**src/rtl/mult_pkg.sv**
```systemverilog
// -----------------------------------------------------------------------------
// mult_pkg
// Shared definitions for the sequential shift-add multiplier.
//   state_t : control FSM encoding (IDLE / CALC / DONE)
// -----------------------------------------------------------------------------
package mult_pkg;

  typedef enum logic [1:0] {
    IDLE = 2'd0,
    CALC = 2'd1,
    DONE = 2'd2
  } state_t;

endpackage : mult_pkg

```
**src/rtl/mult_step.sv**
```systemverilog
// -----------------------------------------------------------------------------
// mult_step
// One iteration of a shift-add multiply: forms the partial product
// (multiplicand AND a replicated multiplier bit), shifts it into place and
// adds it to the running 2*WIDTH accumulator. Purely combinational; the
// caller registers the result.
//
// Ports
//   mcand   : WIDTH-bit unsigned multiplicand magnitude
//   mbit    : multiplier bit selected for this iteration
//   shamt   : bit position of this iteration (0 .. WIDTH-1)
//   acc_in  : accumulator before this iteration
//   acc_out : accumulator after this iteration
// -----------------------------------------------------------------------------
module mult_step #(
  parameter int WIDTH = 8,
  parameter int CNT_W = $clog2(WIDTH + 1)
) (
  input  logic [WIDTH-1:0]   mcand,
  input  logic               mbit,
  input  logic [CNT_W-1:0]   shamt,
  input  logic [2*WIDTH-1:0] acc_in,
  output logic [2*WIDTH-1:0] acc_out
);

  logic [WIDTH-1:0]   pp_row;
  logic [2*WIDTH-1:0] pp_shifted;

  assign pp_row     = mcand & {WIDTH{mbit}};
  assign pp_shifted = {{WIDTH{1'b0}}, pp_row} << shamt;
  assign acc_out    = acc_in + pp_shifted;

endmodule : mult_step

```
**src/rtl/shift_add_multiplier.sv**
```systemverilog
// -----------------------------------------------------------------------------
// shift_add_multiplier
// Sequential WIDTH x WIDTH multiplier, one partial product per clock.
// Signed operands are converted to magnitudes at accept time; the sign of the
// result is reapplied when the final accumulator value is loaded into product.
// A result appears WIDTH clock edges after the accepting edge and is held
// until the consumer takes it.
//
// Ports
//   clk         : clock, rising edge
//   rst_n       : asynchronous active-low reset
//   in_valid    : operand pair offered
//   in_ready    : high in IDLE, block can take operands
//   a, b        : multiplicand / multiplier
//   signed_mode : 1 = two's-complement operands, 0 = unsigned
//   out_valid   : high in DONE, product is valid
//   out_ready   : consumer takes the product
//   product     : 2*WIDTH-bit result
// -----------------------------------------------------------------------------
module shift_add_multiplier
  import mult_pkg::*;
#(
  parameter int WIDTH = 8,
  parameter int CNT_W = $clog2(WIDTH + 1)
) (
  input  logic               clk,
  input  logic               rst_n,
  input  logic               in_valid,
  output logic               in_ready,
  input  logic [WIDTH-1:0]   a,
  input  logic [WIDTH-1:0]   b,
  input  logic               signed_mode,
  output logic               out_valid,
  input  logic               out_ready,
  output logic [2*WIDTH-1:0] product
);

  // Two's-complement magnitude. The most negative value maps onto
  // 2^(WIDTH-1), which still fits in WIDTH unsigned bits.
  function automatic logic [WIDTH-1:0] magnitude(input logic signed [WIDTH-1:0] v);
    logic [WIDTH-1:0] u;
    u = v;
    return u[WIDTH-1] ? -u : u;
  endfunction

  state_t state_q, state_d;

  logic [WIDTH-1:0]   mcand_q;
  logic [WIDTH-1:0]   mplier_q;
  logic               neg_q;
  logic [2*WIDTH-1:0] acc_q;
  logic [CNT_W-1:0]   count_q;

  logic               accept;
  logic               last_iter;
  logic [WIDTH-1:0]   mplier_shifted;
  logic               mbit;
  logic [2*WIDTH-1:0] step_sum;
  logic [2*WIDTH-1:0] final_val;

  logic signed [WIDTH-1:0] a_s;
  logic signed [WIDTH-1:0] b_s;
  logic [WIDTH-1:0]        a_load;
  logic [WIDTH-1:0]        b_load;
  logic                    neg_load;

  assign accept    = in_valid & in_ready;
  assign last_iter = (state_q == CALC) && (count_q == CNT_W'(WIDTH - 1));

  // Shift rather than index so the selector width never has to match log2(WIDTH).
  assign mplier_shifted = mplier_q >> count_q;
  assign mbit           = mplier_shifted[0];

  // Operand conditioning at accept time.
  assign a_s      = a;
  assign b_s      = b;
  assign a_load   = signed_mode ? magnitude(a_s) : a;
  assign b_load   = signed_mode ? magnitude(b_s) : b;
  assign neg_load = signed_mode & (a[WIDTH-1] ^ b[WIDTH-1]);

  mult_step #(
    .WIDTH (WIDTH),
    .CNT_W (CNT_W)
  ) u_step (
    .mcand   (mcand_q),
    .mbit    (mbit),
    .shamt   (count_q),
    .acc_in  (acc_q),
    .acc_out (step_sum)
  );

  // The final product is formed from the last step's sum directly so that
  // out_valid rises on the same edge as the last accumulation.
  assign final_val = neg_q ? -step_sum : step_sum;

  // ---------------------------------------------------------------------------
  // FSM: state register
  // ---------------------------------------------------------------------------
  always_ff @(posedge clk or negedge rst_n) begin
    if (!rst_n) begin
      state_q <= IDLE;
    end else begin
      state_q <= state_d;
    end
  end

  // ---------------------------------------------------------------------------
  // FSM: next-state logic
  // ---------------------------------------------------------------------------
  always_comb begin
    state_d = state_q;
    unique case (state_q)
      IDLE:    if (accept)    state_d = CALC;
      CALC:    if (last_iter) state_d = DONE;
      DONE:    if (out_ready) state_d = IDLE;
      default:                state_d = IDLE;
    endcase
  end

  // ---------------------------------------------------------------------------
  // FSM: outputs
  // ---------------------------------------------------------------------------
  always_comb begin
    in_ready  = 1'b0;
    out_valid = 1'b0;
    unique case (state_q)
      IDLE:    in_ready  = 1'b1;
      DONE:    out_valid = 1'b1;
      default: ;
    endcase
  end

  // ---------------------------------------------------------------------------
  // Datapath registers
  // ---------------------------------------------------------------------------
  always_ff @(posedge clk or negedge rst_n) begin
    if (!rst_n) begin
      mcand_q  <= '0;
      mplier_q <= '0;
      neg_q    <= 1'b0;
      acc_q    <= '0;
      count_q  <= '0;
      product  <= '0;
    end else begin
      unique case (state_q)
        IDLE: begin
          if (accept) begin
            mcand_q  <= a_load;
            mplier_q <= b_load;
            neg_q    <= neg_load;
            acc_q    <= '0;
            count_q  <= '0;
          end
        end
        CALC: begin
          acc_q   <= step_sum;
          count_q <= count_q + CNT_W'(1);
          if (last_iter) begin
            product <= final_val;
          end
        end
        default: ;
      endcase
    end
  end

endmodule : shift_add_multiplier

```
**config.mk**
```make
export PLATFORM = sky130hd
export DESIGN_NAME = shift_add_multiplier
export DESIGN_NICKNAME = d
export VERILOG_FILES = /design/src/rtl/mult_pkg.sv /design/src/rtl/mult_step.sv /design/src/rtl/shift_add_multiplier.sv
export SDC_FILE = /design/constraint.sdc
export NUM_CORES = 1
export LEC_CHECK = 0
export ABC_AREA = 1
export BUFFER_PORTS_ARGS = -buffer_cell sky130_fd_sc_hd__clkbuf_2
export CORE_AREA = 2 2 72 143
export DETAILED_ROUTE_END_ITERATION = 16
export DIE_AREA = 0 0 74 145
export PLACE_DENSITY = 0.6
export SLEW_MARGIN = 20
export SYNTH_ARGS = -nofsm -noshare
export SYNTH_HDL_FRONTEND = slang
export SYNTH_SLANG_ARGS = --single-unit
```
**constraint.sdc**
```tcl
create_clock -name clk -period 4.4 [get_ports clk]
set_input_delay 0 -clock clk [delete_from_list [all_inputs] [get_ports clk]]
set_output_delay 0 -clock clk [all_outputs]
set_load 0.02 [all_outputs]
```
==> summary.json <==
{
  "run_status": {"value": "finished, final reports clean"},
  "syn_avg_cell_area": {"value": 6.720, "unit": "um2"},
  "cell_area_after_synthesis": {"value": 0.004274, "unit": "mm2"},
  "cts_max_level": {"value": 2},
  "postRouteAntennaNets": {"value": 0},
  "worst_clock_skew": {"value": 10.18, "unit": "ps"},
  "worst_slew_pin_slew": {"value": 750.9, "unit": "ps"},
  "layout.filler_cells": {"value": 991},
  "cell_rows": {"value": 51},
  "totalNegativeSetupSlack": {"value": 0, "unit": "ps"},
  "route.detailed.drc": {"value": 0},
  "port-buffer-count": {"value": 38},
  "crit_required": {"value": 4600, "unit": "ps"},
  "worstSetupStartpointType": {"value": "register"},
  "insertedDiodeCount": {"value": 0},
  "worstSetupPathType": {"value": "reg -> reg"},
  "root_driver": {"value": "sky130_fd_sc_hd__clkbuf_16"},
  "fin_crit_sh": {"value": 89.04, "unit": "%"},
  "syn-instance-count": {"value": 636},
  "drive_gt1_share": {"value": 14.01, "unit": "%"},
  "met3_wirelength": {"value": 286, "unit": "um"},
  "met1Wirelength": {"value": 4.024, "unit": "mm"},
  "min_period": {"value": 3918, "unit": "ps"},
  "max_transition_margin": {"value": 49.89, "unit": "%"},
  "synth_nets": {"value": 677},
  "syn2layout_area_growth": {"value": 12.44, "unit": "%"},
  "maxUsedRoutingLayer": {"value": "met4"},
  "setup_viol": {"value": 0},
  "ys_types": {"value": 38},
  "worstPathArrival": {"value": 4120, "unit": "ps"},
  "max_clock_freq": {"value": 255.3, "unit": "MHz"},
  "global_route_wire_length_before_repair": {"value": 19.71, "unit": "mm"},
  "die_span_x": {"value": 74, "unit": "um"},
  "start_util": {"value": 44.36, "unit": "%"},
  "yosysSeqAreaShare": {"value": 32.20, "unit": "%"},
  "rsz0062_at_grt": {"value": "no"},
  "detailedRoute.firstPassIterationCount": {"value": 4},
  "die_height": {"value": 145, "unit": "um"},
  "drv_slew": {"value": 0},
  "crit_path_max_fanout": {"value": 10},
  "grt_overflow_total": {"value": 0},
  "half_perimeter_wire_length_of_the_detailed_placement_result": {"value": 9.424, "unit": "mm"},
  "clk-insertion-delay-late": {"value": 310, "unit": "ps"},
  "wl_per_cell": {"value": 14.29, "unit": "um"},
  "die-area": {"value": 0.01073, "unit": "mm2"},
  "vias_in_the_first_global_route": {"value": 4220},
  "vias": {"value": 4168},
  "postCtsSetupBuffers": {"value": 0},
  "placeableCoreArea": {"value": 0.009635, "unit": "mm2"},
  "met2RoutedLength": {"value": 6.566, "unit": "mm"},
  "cts-buffers-inserted": {"value": 5},
  "io_pins": {"value": 39},
  "cts.path.max_buffers": {"value": 2},
  "timing.max_cap.violations": {"value": 0},
  "grt_util_all_layers": {"value": 23.64, "unit": "%"},
  "min-delay-path-class": {"value": "in -> reg"},
  "cts.sink_count": {"value": 55},
  "grt_max_degree": {"value": 56},
  "gp_congestion": {"value": 0.9137},
  "tritoncts": {"value": "yes"},
  "vias_per_cell": {"value": 5.146},
  "wl": {"value": 11.58, "unit": "mm"},
  "critical_path_endpoint_category": {"value": "register"},
  "finalHoldViolations": {"value": 0},
  "finalNetCount": {"value": 718},
  "drtIter0Drc": {"value": 178},
  "synth.ff_latch_count": {"value": 55},
  "grt_antenna_before_repair": {"value": 0},
  "ys_warn_count": {"value": 0},
  "cts.clk_slew.worst_paths": {"value": 80, "unit": "ps"}
}
==> Yosys cell counts (all sizes together) <==
cell type	count	area (um2)
and2	3	18.77
xnor2	7	61.31
fa	1	20.02
inv	87	331.6
nor2	56	250.2
buf	10	57.55
a21boi	1	11.26
nor4	3	18.77
a31oi	2	12.51
nand3	49	245.2
a32o	1	10.01
o22ai	2	26.28
clkbuf	7	26.28
nor3	8	50.05
a22o	1	8.760
nand2	212	820.8
o31ai	1	7.510
ha	19	237.7
o211ai	7	72.57
nand4	11	68.82
o21ai	58	309.1
xor2	12	105.1
nand3b	5	37.54
dfrtp	55	1376
a21oi	18	90.09
==> cell usage in the layout, fill, tap and decap left out, drive strengths merged <==
cell type	count
clkbuf	43
fa	1
nand3b	5
nor3	8
o21ai	58
o211ai	7
clkinvlp	1
a21boi	1
ha	19
nor4	3
inv	87
and2	3
xor2	12
o31ai	1
o22ai	2
nand4	11
nand2	212
nor2	56
a21oi	18
buf	9
clkinv	2
dlygate4sd3	4
nand3	49
a22o	1
xnor2	7
a31oi	2
dfrtp	55
a32o	1
==> cell families (layout without fill, tap and decap cells) <==
logic type | after synthesis | after routing | synth area share (%)
simple gates | 347 | 347 | 35.33
buf+inv | 104 | 146 | 9.719
compound gates | 91 | 91 | 12.82
flops | 55 | 55 | 32.20
fa+ha+maj | 20 | 20 | 6.031
xor+xnor | 19 | 19 | 3.893
==> cell type report <==
type	instances	area [um2]	share of cell area, %
well taps	132	165.2	3.437
clock inverters	3	25.02	0.5207
clock buffers	5	125.1	2.603
flip-flops and latches	55	1376	28.64
repair buffers	51	297.8	6.196
multi-input cells	477	2485	51.71
inverters	87	331.6	6.899
==> path summary, 6_finish.rpt <==
check / startpoint / slack (ps) / endpoint / cells after the start
worst max register to register: count_q[0] / 480 / product[14] / 24
worst min-delay path: a[7] / 0.8 / mcand_q[7] / 3
worst max-delay path: count_q[0] / 480 / product[14] / 24
worst min register to register: mcand_q[2] / 480 / mcand_q[2] / 2
max in group asynchronous: rst_n / 3540 / acc_q[9] / 3
min in group asynchronous: rst_n / 380 / product[2] / 3
==> metrics by stage <==
| step | cells | utilization, % | hold slack (ps) | instance area, um2 | worst slack [ps] |
|---|---|---|---|---|---|
| finish | 810 | 49.88 | 0.7630 | 4806 | 482.3 |
| global placement | 798 | 47.88 | 183.3 | 4613 | 574.4 |
| global route | 810 | 49.88 | 15.41 | 4806 | 73.60 |
| CTS | 810 | 49.85 | 1.072 | 4803 | 408.3 |
| floorplan | 636 | - | -295.6 | 4274 | 1047 |
| detailed placement | 798 | 47.88 | 188.9 | 4613 | 428.1 |
==> critical path, stage by stage (launching register included) <==
cell and delay [ps]:
sky130_fd_sc_hd__dfrtp_1 470, sky130_fd_sc_hd__inv_2 190, sky130_fd_sc_hd__nor2_1 80, sky130_fd_sc_hd__o21ai_2 140, sky130_fd_sc_hd__inv_2 50, sky130_fd_sc_hd__o22ai_4 280
sky130_fd_sc_hd__inv_6 100, sky130_fd_sc_hd__nor2_4 120, sky130_fd_sc_hd__nand2_1 80, sky130_fd_sc_hd__nor3_1 170, sky130_fd_sc_hd__ha_1 260, sky130_fd_sc_hd__fa_1 480
sky130_fd_sc_hd__inv_1 100, sky130_fd_sc_hd__ha_1 130, sky130_fd_sc_hd__inv_1 40, sky130_fd_sc_hd__a21oi_1 110, sky130_fd_sc_hd__nand3_1 130, sky130_fd_sc_hd__nor2_2 180
sky130_fd_sc_hd__nand3_1 90, sky130_fd_sc_hd__nor2_1 140, sky130_fd_sc_hd__nand4_1 130, sky130_fd_sc_hd__nand2_1 100, sky130_fd_sc_hd__nand3_1 90, sky130_fd_sc_hd__nand3_1 90
sky130_fd_sc_hd__nand2_1 50
==> registers in the layout, summed over array words and instances (netlist names) <==
signal    count
mplier_q      8
mcand_q       8
state_q       2
count_q       4
acc_q        16
neg_q         1
product      16
==> metal layers <==
layer	global-route usage, %	vias up
li1	-	2123
met3	2.292	36
met5	0	-
met2	45.13	97
met1	22.90	1912
met4	13.36	0
==> repair_timing <==
| item | 4_1_cts | 5_1_grt |
|---|---|---|
| hold buffers | 4 | 0 |
| endpoints found under the hold margin | 58 | 0 |
| gates resized for setup | 0 | 1 |
| endpoints found under the setup margin | 0 | 1 |
Power is left out: the tool's default activity adds up to more than one toggle a clock period on the data nets, which glitch-free logic cannot reach.
